<file path="config.mk">
export PLATFORM = sky130hd
export DESIGN_NAME = axi_prewrapper_frontend_flat
export DESIGN_NICKNAME = d
export VERILOG_FILES = /design/src/rtl/axi_prewrapper_frontend_if.sv /design/src/rtl/axi_prewrapper_frontend.sv /design/src/flat_wrapper.sv
export SDC_FILE = /design/constraint.sdc
export NUM_CORES = 1
export LEC_CHECK = 0
export BUFFER_PORTS_ARGS = -buffer_cell sky130_fd_sc_hd__buf_2
export CORE_MARGIN = 10
export CORE_UTILIZATION = 47
export CTS_BUF_LIST = sky130_fd_sc_hd__clkbuf_4 sky130_fd_sc_hd__clkbuf_8
export DETAILED_ROUTE_END_ITERATION = 12
export GPL_TIMING_DRIVEN = 0
export MAX_ROUTING_LAYER = met4
export PLACE_DENSITY = 0.74
export SLEW_MARGIN = 40
export SYNTH_ARGS = -nofsm -noshare
export SYNTH_HDL_FRONTEND = slang
export SYNTH_SLANG_ARGS = --single-unit
export TNS_END_PERCENT = 5
</file>
<file path="constraint.sdc">
create_clock -name clk -period 2.7 [get_ports clk]
set_input_delay 0.27 -clock clk [delete_from_list [all_inputs] [get_ports clk]]
set_output_delay 0.27 -clock clk [all_outputs]
set_load 0.01 [all_outputs]
</file>
<file path="src/rtl/axi_prewrapper_frontend_if.sv">
// ---------------------------------------------------------------------------
// axi_prewrapper_frontend_if
// AXI4-Lite slave channel bundle for the prewrapper front-end.
//   AW : s_axi_awaddr, s_axi_awvalid, s_axi_awready
//   W  : s_axi_wdata, s_axi_wstrb, s_axi_wvalid, s_axi_wready
//   B  : s_axi_bresp, s_axi_bvalid, s_axi_bready
//   AR : s_axi_araddr, s_axi_arvalid, s_axi_arready
//   R  : s_axi_rdata, s_axi_rresp, s_axi_rvalid, s_axi_rready
// Modports: slave (the front-end), master (the interconnect / bench).
// ---------------------------------------------------------------------------
interface axi_prewrapper_frontend_if;
  logic [31:0] s_axi_awaddr;
  logic        s_axi_awvalid;
  logic        s_axi_awready;
  logic [31:0] s_axi_wdata;
  logic [3:0]  s_axi_wstrb;
  logic        s_axi_wvalid;
  logic        s_axi_wready;
  logic [1:0]  s_axi_bresp;
  logic        s_axi_bvalid;
  logic        s_axi_bready;
  logic [31:0] s_axi_araddr;
  logic        s_axi_arvalid;
  logic        s_axi_arready;
  logic [31:0] s_axi_rdata;
  logic [1:0]  s_axi_rresp;
  logic        s_axi_rvalid;
  logic        s_axi_rready;

  modport slave (
    input  s_axi_awaddr, s_axi_awvalid, s_axi_wdata, s_axi_wstrb, s_axi_wvalid,
    input  s_axi_bready, s_axi_araddr, s_axi_arvalid, s_axi_rready,
    output s_axi_awready, s_axi_wready, s_axi_bresp, s_axi_bvalid,
    output s_axi_arready, s_axi_rdata, s_axi_rresp, s_axi_rvalid
  );

  modport master (
    output s_axi_awaddr, s_axi_awvalid, s_axi_wdata, s_axi_wstrb, s_axi_wvalid,
    output s_axi_bready, s_axi_araddr, s_axi_arvalid, s_axi_rready,
    input  s_axi_awready, s_axi_wready, s_axi_bresp, s_axi_bvalid,
    input  s_axi_arready, s_axi_rdata, s_axi_rresp, s_axi_rvalid
  );
endinterface

</file>
<file path="src/rtl/axi_prewrapper_frontend.sv">
// ---------------------------------------------------------------------------
// axi_prewrapper_frontend
// AXI4-Lite slave front-end for axi_prewrapper_datapath. Converts AXI4-Lite
// handshakes into flat word-addressed strobes for the datapath and returns
// read data on R. Write and read paths are independent FSMs, one outstanding
// transaction each. All outputs are registered.
// Ports:
//   clk          : system clock
//   reset        : asynchronous active-low reset
//   s_axi        : AXI4-Lite slave channels (axi_prewrapper_frontend_if.slave)
//   axi_wr_addr  : word address of last issued write (held)
//   axi_wr_msg   : data of last issued write (held)
//   wr_strobe    : one-cycle write commit pulse
//   axi_rd_addr  : word address of last issued read (held)
//   rd_strobe    : one-cycle read issue pulse
//   axi_rd_msg   : read data from datapath, sampled RD_LATENCY cycles after rd_strobe
// ---------------------------------------------------------------------------
module axi_prewrapper_frontend #(
  parameter int ADDR_SHIFT = 2,
  parameter int RD_LATENCY = 1
) (
  input  logic                            clk,
  input  logic                            reset,
  axi_prewrapper_frontend_if.slave        s_axi,
  output logic [31:0]                     axi_wr_addr,
  output logic [31:0]                     axi_wr_msg,
  output logic                            wr_strobe,
  output logic [31:0]                     axi_rd_addr,
  output logic                            rd_strobe,
  input  logic [31:0]                     axi_rd_msg
);

  localparam logic [2:0] LP_RD_LAT = 3'(RD_LATENCY);

  typedef enum logic [1:0] {
    W_IDLE  = 2'd0,
    W_ISSUE = 2'd1,
    W_RESP  = 2'd2
  } wr_state_t;

  typedef enum logic [1:0] {
    R_IDLE = 2'd0,
    R_WAIT = 2'd1,
    R_RESP = 2'd2
  } rd_state_t;

  // A write is rejected when its address is not word aligned or it is partial.
  function automatic logic wr_error(input logic [31:0] addr, input logic [3:0] strb);
    return (addr[1:0] != 2'b00) || (strb != 4'hF);
  endfunction

  // A read is rejected when its address is not word aligned.
  function automatic logic rd_error(input logic [31:0] addr);
    return addr[1:0] != 2'b00;
  endfunction

  // Write path registers
  wr_state_t   r_wr_state;
  logic        r_aw_got;
  logic        r_w_got;
  logic [31:0] r_awaddr;
  logic [31:0] r_wdata;
  logic [3:0]  r_wstrb;
  logic        r_wr_err;
  logic        r_awready;
  logic        r_wready;
  logic        r_bvalid;
  logic [1:0]  r_bresp;
  logic        r_wr_strobe;
  logic [31:0] r_axi_wr_addr;
  logic [31:0] r_axi_wr_msg;

  // Read path registers
  rd_state_t   r_rd_state;
  logic [2:0]  r_rd_cnt;
  logic        r_arready;
  logic        r_rvalid;
  logic [1:0]  r_rresp;
  logic [31:0] r_rdata;
  logic        r_rd_strobe;
  logic [31:0] r_axi_rd_addr;

  // Write-path combinational view of this cycle's handshakes
  logic        w_aw_hs;
  logic        w_w_hs;
  logic        w_aw_got_nxt;
  logic        w_w_got_nxt;
  logic [31:0] w_awaddr_nxt;
  logic [31:0] w_wdata_nxt;
  logic [3:0]  w_wstrb_nxt;
  logic        w_wr_err;

  // Merge a handshake happening this cycle with what was captured earlier so
  // the issue decision can be made on the same edge as the final handshake.
  always_comb begin
    w_aw_hs      = s_axi.s_axi_awvalid & r_awready;
    w_w_hs       = s_axi.s_axi_wvalid & r_wready;
    w_aw_got_nxt = r_aw_got | w_aw_hs;
    w_w_got_nxt  = r_w_got | w_w_hs;
    w_awaddr_nxt = w_aw_hs ? s_axi.s_axi_awaddr : r_awaddr;
    w_wdata_nxt  = w_w_hs ? s_axi.s_axi_wdata : r_wdata;
    w_wstrb_nxt  = w_w_hs ? s_axi.s_axi_wstrb : r_wstrb;
    w_wr_err     = wr_error(w_awaddr_nxt, w_wstrb_nxt);
  end

  // Write FSM: capture AW/W in any order, issue one strobe, then hold B until accepted.
  always_ff @(posedge clk or negedge reset) begin
    if (!reset) begin
      r_wr_state    <= W_IDLE;
      r_aw_got      <= 1'b0;
      r_w_got       <= 1'b0;
      r_awaddr      <= 32'd0;
      r_wdata       <= 32'd0;
      r_wstrb       <= 4'd0;
      r_wr_err      <= 1'b0;
      r_awready     <= 1'b0;
      r_wready      <= 1'b0;
      r_bvalid      <= 1'b0;
      r_bresp       <= 2'b00;
      r_wr_strobe   <= 1'b0;
      r_axi_wr_addr <= 32'd0;
      r_axi_wr_msg  <= 32'd0;
    end else begin
      r_wr_strobe <= 1'b0;
      case (r_wr_state)
        W_IDLE: begin
          if (w_aw_hs) begin
            r_awaddr <= s_axi.s_axi_awaddr;
          end else begin
            r_awaddr <= r_awaddr;
          end
          if (w_w_hs) begin
            r_wdata <= s_axi.s_axi_wdata;
            r_wstrb <= s_axi.s_axi_wstrb;
          end else begin
            r_wdata <= r_wdata;
            r_wstrb <= r_wstrb;
          end
          r_aw_got <= w_aw_got_nxt;
          r_w_got  <= w_w_got_nxt;
          if (w_aw_got_nxt && w_w_got_nxt) begin
            // The strobe is visible during the single W_ISSUE cycle.
            r_awready  <= 1'b0;
            r_wready   <= 1'b0;
            r_wr_err   <= w_wr_err;
            r_wr_state <= W_ISSUE;
            if (!w_wr_err) begin
              r_wr_strobe   <= 1'b1;
              r_axi_wr_addr <= w_awaddr_nxt >> ADDR_SHIFT;
              r_axi_wr_msg  <= w_wdata_nxt;
            end else begin
              r_wr_strobe <= 1'b0;
            end
          end else begin
            r_awready <= !w_aw_got_nxt;
            r_wready  <= !w_w_got_nxt;
          end
        end
        W_ISSUE: begin
          r_bvalid   <= 1'b1;
          r_bresp    <= r_wr_err ? 2'b10 : 2'b00;
          r_wr_state <= W_RESP;
        end
        W_RESP: begin
          if (s_axi.s_axi_bready) begin
            r_bvalid   <= 1'b0;
            r_bresp    <= 2'b00;
            r_aw_got   <= 1'b0;
            r_w_got    <= 1'b0;
            r_awready  <= 1'b1;
            r_wready   <= 1'b1;
            r_wr_state <= W_IDLE;
          end else begin
            r_wr_state <= W_RESP;
          end
        end
        default: begin
          r_wr_state <= W_IDLE;
          r_aw_got   <= 1'b0;
          r_w_got    <= 1'b0;
          r_awready  <= 1'b0;
          r_wready   <= 1'b0;
          r_bvalid   <= 1'b0;
          r_bresp    <= 2'b00;
        end
      endcase
    end
  end

  // Read FSM: accept AR, pulse rd_strobe, wait RD_LATENCY cycles, hold R until accepted.
  always_ff @(posedge clk or negedge reset) begin
    if (!reset) begin
      r_rd_state    <= R_IDLE;
      r_rd_cnt      <= 3'd0;
      r_arready     <= 1'b0;
      r_rvalid      <= 1'b0;
      r_rresp       <= 2'b00;
      r_rdata       <= 32'd0;
      r_rd_strobe   <= 1'b0;
      r_axi_rd_addr <= 32'd0;
    end else begin
      r_rd_strobe <= 1'b0;
      case (r_rd_state)
        R_IDLE: begin
          if (s_axi.s_axi_arvalid && r_arready) begin
            r_arready <= 1'b0;
            if (rd_error(s_axi.s_axi_araddr)) begin
              // Unaligned reads never reach the datapath.
              r_rvalid   <= 1'b1;
              r_rdata    <= 32'd0;
              r_rresp    <= 2'b10;
              r_rd_state <= R_RESP;
            end else begin
              r_rd_strobe   <= 1'b1;
              r_axi_rd_addr <= s_axi.s_axi_araddr >> ADDR_SHIFT;
              r_rd_cnt      <= 3'd0;
              r_rd_state    <= R_WAIT;
            end
          end else begin
            r_arready <= 1'b1;
          end
        end
        R_WAIT: begin
          // r_rd_cnt is 0 in the strobe cycle; sample once it reaches the latency.
          if (r_rd_cnt == LP_RD_LAT) begin
            r_rdata    <= axi_rd_msg;
            r_rresp    <= 2'b00;
            r_rvalid   <= 1'b1;
            r_rd_state <= R_RESP;
          end else begin
            r_rd_cnt <= r_rd_cnt + 3'd1;
          end
        end
        R_RESP: begin
          if (s_axi.s_axi_rready) begin
            r_rvalid   <= 1'b0;
            r_arready  <= 1'b1;
            r_rd_state <= R_IDLE;
          end else begin
            r_rd_state <= R_RESP;
          end
        end
        default: begin
          r_rd_state <= R_IDLE;
          r_arready  <= 1'b0;
          r_rvalid   <= 1'b0;
          r_rresp    <= 2'b00;
          r_rd_cnt   <= 3'd0;
        end
      endcase
    end
  end

  assign s_axi.s_axi_awready = r_awready;
  assign s_axi.s_axi_wready  = r_wready;
  assign s_axi.s_axi_bvalid  = r_bvalid;
  assign s_axi.s_axi_bresp   = r_bresp;
  assign s_axi.s_axi_arready = r_arready;
  assign s_axi.s_axi_rvalid  = r_rvalid;
  assign s_axi.s_axi_rresp   = r_rresp;
  assign s_axi.s_axi_rdata   = r_rdata;
  assign wr_strobe           = r_wr_strobe;
  assign axi_wr_addr         = r_axi_wr_addr;
  assign axi_wr_msg          = r_axi_wr_msg;
  assign rd_strobe           = r_rd_strobe;
  assign axi_rd_addr         = r_axi_rd_addr;

endmodule

</file>
<file path="src/flat_wrapper.sv">
// flat-port wrapper written by rule: the top's interface ports become plain ports
module axi_prewrapper_frontend_flat 
#(
  parameter int ADDR_SHIFT = 2,
  parameter int RD_LATENCY = 1
)
  (clk, reset, axi_wr_addr, axi_wr_msg, wr_strobe, axi_rd_addr, rd_strobe, axi_rd_msg, s_axi_s_axi_awaddr, s_axi_s_axi_awvalid, s_axi_s_axi_wdata, s_axi_s_axi_wstrb, s_axi_s_axi_wvalid, s_axi_s_axi_bready, s_axi_s_axi_araddr, s_axi_s_axi_arvalid, s_axi_s_axi_rready, s_axi_s_axi_awready, s_axi_s_axi_wready, s_axi_s_axi_bresp, s_axi_s_axi_bvalid, s_axi_s_axi_arready, s_axi_s_axi_rdata, s_axi_s_axi_rresp, s_axi_s_axi_rvalid);
  axi_prewrapper_frontend_if s_axi_i ();
  input  logic clk;
  input  logic reset;
  output logic [31:0] axi_wr_addr;
  output logic [31:0] axi_wr_msg;
  output logic wr_strobe;
  output logic [31:0] axi_rd_addr;
  output logic rd_strobe;
  input  logic [31:0] axi_rd_msg;
  input wire logic [$bits(s_axi_i.s_axi_awaddr)-1:0] s_axi_s_axi_awaddr;
  input wire logic [$bits(s_axi_i.s_axi_awvalid)-1:0] s_axi_s_axi_awvalid;
  input wire logic [$bits(s_axi_i.s_axi_wdata)-1:0] s_axi_s_axi_wdata;
  input wire logic [$bits(s_axi_i.s_axi_wstrb)-1:0] s_axi_s_axi_wstrb;
  input wire logic [$bits(s_axi_i.s_axi_wvalid)-1:0] s_axi_s_axi_wvalid;
  input wire logic [$bits(s_axi_i.s_axi_bready)-1:0] s_axi_s_axi_bready;
  input wire logic [$bits(s_axi_i.s_axi_araddr)-1:0] s_axi_s_axi_araddr;
  input wire logic [$bits(s_axi_i.s_axi_arvalid)-1:0] s_axi_s_axi_arvalid;
  input wire logic [$bits(s_axi_i.s_axi_rready)-1:0] s_axi_s_axi_rready;
  output wire logic [$bits(s_axi_i.s_axi_awready)-1:0] s_axi_s_axi_awready;
  output wire logic [$bits(s_axi_i.s_axi_wready)-1:0] s_axi_s_axi_wready;
  output wire logic [$bits(s_axi_i.s_axi_bresp)-1:0] s_axi_s_axi_bresp;
  output wire logic [$bits(s_axi_i.s_axi_bvalid)-1:0] s_axi_s_axi_bvalid;
  output wire logic [$bits(s_axi_i.s_axi_arready)-1:0] s_axi_s_axi_arready;
  output wire logic [$bits(s_axi_i.s_axi_rdata)-1:0] s_axi_s_axi_rdata;
  output wire logic [$bits(s_axi_i.s_axi_rresp)-1:0] s_axi_s_axi_rresp;
  output wire logic [$bits(s_axi_i.s_axi_rvalid)-1:0] s_axi_s_axi_rvalid;
  assign s_axi_i.s_axi_awaddr = s_axi_s_axi_awaddr;
  assign s_axi_i.s_axi_awvalid = s_axi_s_axi_awvalid;
  assign s_axi_i.s_axi_wdata = s_axi_s_axi_wdata;
  assign s_axi_i.s_axi_wstrb = s_axi_s_axi_wstrb;
  assign s_axi_i.s_axi_wvalid = s_axi_s_axi_wvalid;
  assign s_axi_i.s_axi_bready = s_axi_s_axi_bready;
  assign s_axi_i.s_axi_araddr = s_axi_s_axi_araddr;
  assign s_axi_i.s_axi_arvalid = s_axi_s_axi_arvalid;
  assign s_axi_i.s_axi_rready = s_axi_s_axi_rready;
  assign s_axi_s_axi_awready = s_axi_i.s_axi_awready;
  assign s_axi_s_axi_wready = s_axi_i.s_axi_wready;
  assign s_axi_s_axi_bresp = s_axi_i.s_axi_bresp;
  assign s_axi_s_axi_bvalid = s_axi_i.s_axi_bvalid;
  assign s_axi_s_axi_arready = s_axi_i.s_axi_arready;
  assign s_axi_s_axi_rdata = s_axi_i.s_axi_rdata;
  assign s_axi_s_axi_rresp = s_axi_i.s_axi_rresp;
  assign s_axi_s_axi_rvalid = s_axi_i.s_axi_rvalid;
  axi_prewrapper_frontend #(.ADDR_SHIFT(ADDR_SHIFT), .RD_LATENCY(RD_LATENCY)) u_core (.clk(clk), .reset(reset), .s_axi(s_axi_i), .axi_wr_addr(axi_wr_addr), .axi_wr_msg(axi_wr_msg), .wr_strobe(wr_strobe), .axi_rd_addr(axi_rd_addr), .rd_strobe(rd_strobe), .axi_rd_msg(axi_rd_msg));
endmodule
</file>
After elaboration in Yosys (flattened, before gate mapping)
Cells that the tools add are included.
- register bits after elaboration: 213
- bits of input ports: 139
- word-level logic and storage cells: 117
- $add $sub $neg: 1
- equality and inequality tests: 14
- mux-type cells: 49
- bitwise logic cells: 10
- reductions and logical operators: 21
- operators with widths (operator ; count):
    $mux 32 ; 5
    $pmux 32 s2 ; 1
    $pmux 2 s3 ; 4
    $mux 2 ; 11
    $pmux 1 s3 ; 7
    $mux 1 ; 16
    $reduce_and 4->1 ; 4
    $reduce_and 2->1 ; 5
    $mux 3 ; 3
    $pmux 3 s3 ; 1
    $ne 2x1->1 const B ; 4
    $ne 2x2->1 const B ; 4
    $not 1->1 ; 6
    $reduce_and 3->1 ; 2
    $reduce_bool 2->1 ; 3
    $eq 2x1->1 const B ; 2
    $eq 2x2->1 const B ; 2
    $logic_not 2->1 ; 2
    $mux 4 ; 1
    $ne 4x4->1 const B ; 1
    $add 3x1->3 const B ; 1
    $eq 3x1->1 const B ; 1
    $and 1x1->1 ; 2
    $logic_and 1x1->1 ; 2
    3 further kinds ; 5

Longest topological paths before layout
- depth after elaboration: 7
- mapped depth: 7

Worst setup path before layout
OpenSTA, ideal clock, no wires.
- path type: register to register
- start point: reg u_core.r_wready (netlist: u_core.s_axi.s_axi_wready)
- end point: reg u_core.r_axi_wr_msg[23] (netlist: u_core.axi_wr_msg[23])
- arrival: 1.927 ns
- required time: 2.575 ns
- slack: 0.648 ns
- stages on the path, launching flop included: 7
- buffers on the path: 2
- cells stage by stage: dfrtp_1 nand2_2 mux2_1 or4_1 buf_6 buf_8 mux2_4
- word-level cells in the longest chain between the ends: 6
- elaborated cells on any way between the ends: 9
- ends and longest elaborated chain (item ; RTL line ; RTL):
    start: declaration ; axi_prewrapper_frontend.sv:66 ; logic r_wready;
    start signal: assignment ; axi_prewrapper_frontend.sv:156 ; r_wready <= !w_w_got_nxt;
    $and 1x1->1 * ; axi_prewrapper_frontend.sv:97 ; w_w_hs = s_axi.s_axi_wvalid & r_wready;
    $mux 4 ; n/a ;
    $ne 4x4->1 ; axi_prewrapper_frontend.sv:49 ; return (addr[1:0] != 2'b00) || (strb != 4'hF);
    $logic_or 1x1->1 ; axi_prewrapper_frontend.sv:49 ;
    $not 1->1 (no source line) ; n/a ;
    $reduce_and 3->1 (no source line) ; n/a ;
    end signal: assignment ; axi_prewrapper_frontend.sv:150 ; r_axi_wr_msg <= w_wdata_nxt;
    end: declaration ; axi_prewrapper_frontend.sv:71 ; logic [31:0] r_axi_wr_msg;
Mark *: on every way between the ends. The rest lies on a longest branch, timed or not.
A chain may end at the register's enable or synchronous reset.

Final worst setup path
- start point: reg u_core.r_wr_state[1]
- end point: reg u_core.r_awaddr[11]
- word-level cells in the longest chain between the ends: 1
- ends and longest elaborated chain (item ; RTL line ; RTL):
    start: declaration ; axi_prewrapper_frontend.sv:58 ; wr_state_t r_wr_state;
    start signal: assignment ; axi_prewrapper_frontend.sv:109 ; r_wr_state <= W_IDLE;
    start signal: assignment ; axi_prewrapper_frontend.sv:146 ; r_wr_state <= W_ISSUE;
    start signal: assignment ; axi_prewrapper_frontend.sv:162 ; r_wr_state <= W_RESP;
    $logic_not 2->1 ; axi_prewrapper_frontend.sv:125 ; case (r_wr_state)
    end signal: assignment ; axi_prewrapper_frontend.sv:128 ; r_awaddr <= s_axi.s_axi_awaddr;
    end signal: assignment ; axi_prewrapper_frontend.sv:130 ; r_awaddr <= r_awaddr;
    end: declaration ; axi_prewrapper_frontend.sv:61 ; logic [31:0] r_awaddr;
No other way between the ends.

==> results.txt <==
----------------------------------------------------
[Pwr]
  Maximum vdd drop ... just under 700 uV
  Total chip power ... between 0.01 and 0.015 W
  Power density over the cells ... 1040 mW/mm^2
  P_leak ... ~6.6 nW

[Timing]
  Period utilisation layout ... roughly nine tenths
  Highest clock frequency the design can meet ... around 420 MHz
  Final critical path time including I/O delays and setup ... 2.38 ns
  Post-route worst setup slack ... 0.321 ns
  Worst Clk Skew ... between 0.015 and 0.02 ns
  Relative slew margins ... 48.5%
  Number of hold-slack violations in the final timing report ... 0
  Final Max Slew Viols ... 0
  Unrepaired setup endpoints after global routing ... no
  Worst Tran Pin Value ... about 0.77 ns
  Finish-stage setup viols ... 0

[Routing]
  Total DRC errors in the routed layout ... 0
  Routed length per instance ... roughly 18 um
  Avg Vias per Cell ... 4.86
  Iteration count of the initial detailed-routing pass ... 4
  Total via count in the routed design ... roughly 6700
  Antenna viol nets, final ... 0
  DR iter-0 viols ... around 370
  Final WL ... approximately 25000 um

[Clocking]
  Number of sinks on the clock net ... 211
  # resized after CTS ... 0
  Clock transition at the register clock pins on the worst setup and hold paths after CTS ... about 0.060 ns
  Number of buffers inserted during clock tree synthesis ... 36
  Longest Clk Path Bufs ... 3
  Root buffer cell ... clkbuf_8
  Source-to-sink clock delay at the later pin of the worst-skew pair ... between 0.5 and 0.6 ns
  CTS tree ... built
  H-tree level count ... 2

[Final layout]
  Proportion of layout cells with a drive suffix above 1 ... a little over half
  Nets@finish ... between 1000 and 1500
  Synthesis-to-layout area growth ... 40.1%
  Final Instance Count excl. Fillers ... 1372
  Post-route cell area ... around 0.013 sq mm

[Critical path]
  Critical path fanouts, max ... 10
  Cell repeated most along the worst path ... clkbuf_1
  Worst path cell trace ... clkbuf_1 > nor3_1 > clkbuf_1 > mux2_2
  Classification of the worst setup path ... flop to flop
  Type of destination of the critical path ... flop
  Slowest Stage Delay on Critical Path ... a little under 0.7 ns
  Arr. time, crit path ... ~2.8 ns
  Cell with the largest stage delay on the worst path ... nor3_1
  Startpoint type of the worst setup path ... flop
  Data required time of the worst path ... between 3 and 4 ns

[Logic synthesis]
  Seq cells post-synth ... ~210
  Cell type contributing the most total cell area after synthesis ... dfrtp_1
  Portion of the post-synthesis area used by sequential elements ... a little under three fifths
  Synth top area cells ... dfrtp_1 (57%), mux2_2 (20%), mux2_4 (9.4%)
  Mapped cell area ... 0.00928 sq mm
  Average size of a mapped cell ... roughly 14 sq um
  Synthesized instance count ... around 650
  Top cell type's share of synthesized area ... approximately 57%
  Count of cell types in the netlist ... 35
  XOR/XNOR share of the synthesized area ... 0%
  Synthesized-area fraction occupied by ao, oa, aoi and oai cells ... 1.33%
  Synth Flop Type ... dfrtp_1
  Asr flop ratio synth ... 100%
  Area share of and/or/nand/nor cells after synthesis ... under 10%
  Ys Warns ... 0
  Largest family of logic cells by synthesized area ... multiplexers
  Mux cell area share after synthesis ... between 30% and 40%
  Number of enable-type register cells in the synthesized netlist ... 0
  Arithmetic-cell share of the synthesized area counting full adders, half adders and majority gates ... 0.270%

[Placement]
  Number of buffers added on ports ... 271
  Post-Place Worst Slack ... approximately 0.22 ns
  Final Wtd Congestion ... around 0.8
  Count of placed standard cells including taps ... ~1200
  HPWL Detailed ... around 17000 um
  Total cell area at the placement stage ... approximately 0.011 sq mm

[Die]
  Chip width ... 161 um
  Core Box Area ... just under 0.02 sq mm
  Overall die height ... approximately 160 um
  Initial core utilization ... a little under half
  Site row count ... roughly 50
  Floorplan die area ... approximately 0.026 sq mm
  Number of I/O pins ... around 280

[Global route]
  Pin count of the biggest net entering global routing ... between 70 and 80
  Via count of the first global-routing pass ... approximately 7500
  Number of antenna violations at the first check in global routing ... 4
  Overall overflow remaining after global route ... 0
  Wire length of the first global-routing pass ... 40800 um
  GRT Util Overall ... ~20%

[Run]
  Number of max-cap violations ... 0

[Run status]
  Status ... finished clean

[Min path]
  Type of the tightest min-delay check ... primary input to flop

----------------------------------------------------
[cells by family after synthesis]
family	Yosys count
buf+inv	77
fa+ha+maj	2
compound gates	22
simple gates	73
other cells	1
flops	211
mux	260
[what timing repair did]
| action | 4_1_cts | 5_1_grt |
|---|---|---|
| setup buffers | 0 | 0 |
| endpoints found under the hold margin | 324 | 0 |
| hold buffers | 114 | 0 |
[routing by layer]
| layer | global-route usage (%) | part of all wire (%) | up-vias | routed length (um) |
|---|---|---|---|---|
| li1 | - | - | 3096 | - |
| met1 | 23.7 | 43 | 3274 | 10700 |
| met2 | 31.3 | 47 | 272 | 11800 |
| met3 | 6.49 | 8.7 | 30 | 2180 |
| met4 | 5.18 | 1.6 | 0 | 393 |
| met5 | - | 0 | - | 0 |
[per-stage QoR]
stage / hold slack, ns / util [%] / TNS [ns]
global route: 0.00559 / 66.8 / 0
CTS: 0.00383 / 66.8 / 0
floorplan: -0.0256 / - / 0
detailed placement: 0.154 / 56.9 / 0
global placement: 0.464 / 56.5 / -491.81
finish: 0.0361 / 66.8 / 0
[critical path: cells and delay by family, from the launching register on]
| kind | cells | cell delay (ns) |
|---|---|---|
| buf+inv | 2 | 0.79 |
| simple gates | 1 | 0.68 |
| mux | 1 | 0.41 |
| flops | 1 | 0.37 |
[state kept, by name, indices dropped and copies added, names as in the netlist, 2 cells and up]
signal                    flops
u_core.axi_rd_addr           30
u_core.axi_wr_addr           30
u_core.axi_wr_msg            32
u_core.r_awaddr              32
u_core.r_rd_cnt               3
u_core.r_rd_state             2
u_core.r_wdata               32
u_core.r_wr_state             2
u_core.r_wstrb                4
u_core.s_axi.s_axi_rdata     32
[cell type report]
| class | instances | area, sq um |
|---|---|---|
| tap | 265 | 332 |
| clock inverter | 3 | 20.0 |
| fill | 1358 | 6460 |
| clock buffer | 61 | 752 |
| buffer | 39 | 275 |
| sequential | 211 | 5280 |
| multi-input combinational | 363 | 3600 |
| antenna | 4 | 10.0 |
| timing repair buffer | 388 | 2590 |
| inverter | 38 | 143 |
[cells in the mapped netlist (all sizes together), types with 3 or more instances]
cell type,number
mux2,224
dfrtp,211
nand2,43
inv,38
mux2i,36
buf,23
clkbuf,16
a21oi,8
nor2,8
o21ai,8
nor3,6
nor2b,5
nand2b,3
[path summary, 6_finish.rpt]
kind	from	end	slack (ns)	depth (start not counted)
min	axi_rd_msg[30]	u_core.s_axi.s_axi_rdata[30]	0.04	3
min in group asynchronous	reset	u_core.s_axi.s_axi_rdata[7]	0.23	2
min reg2reg	u_core.r_aw_got	u_core.r_aw_got	0.49	2
max reg2reg	u_core.r_wr_state[1]	u_core.r_awaddr[11]	0.32	4
max	u_core.r_wr_state[1]	u_core.r_awaddr[11]	0.32	4
max in group asynchronous	reset	u_core.r_wdata[16]	1.83	3
[report_power, final]
group / total (W) / internal [W] / switching, W / leakage [nW]
clock: 0.00300 / 0.00175 / 0.00125 / 0.407
combinational: 0.00515 / 0.00286 / 0.00228 / 3.49
sequential: 0.00542 / 0.00463 / 0.000786 / 2.69
total: 0.0136 / 0.00925 / 0.00432 / 6.59
[layout by cell type (no fill, tap or decap), types with 2 or more instances in the layout]
| cell | n |
|---|---|
| o21ai_0 | 8 |
| mux2_2 | 165 |
| nor2b_1 | 5 |
| buf_16 | 3 |
| clkinvlp_4 | 2 |
| nor3_1 | 5 |
| or3_1 | 2 |
| conb_1 | 6 |
| buf_1 | 5 |
| clkbuf_8 | 47 |
| o21a_1 | 2 |
| dfrtp_1 | 211 |
| inv_1 | 38 |
| nand2_1 | 42 |
| nand2b_1 | 3 |
| ha_1 | 2 |
| mux2i_1 | 36 |
| nand3b_1 | 2 |
| buf_4 | 6 |
| mux2_4 | 58 |
| clkbuf_1 | 16 |
| clkbuf_4 | 14 |
| buf_8 | 2 |
| a21oi_1 | 8 |
| buf_2 | 275 |
| diode_2 | 4 |
| buf_12 | 5 |
| nor2_1 | 8 |
| dlygate4sd3_1 | 114 |
Note: power is estimated with default switching activity, not from simulation.
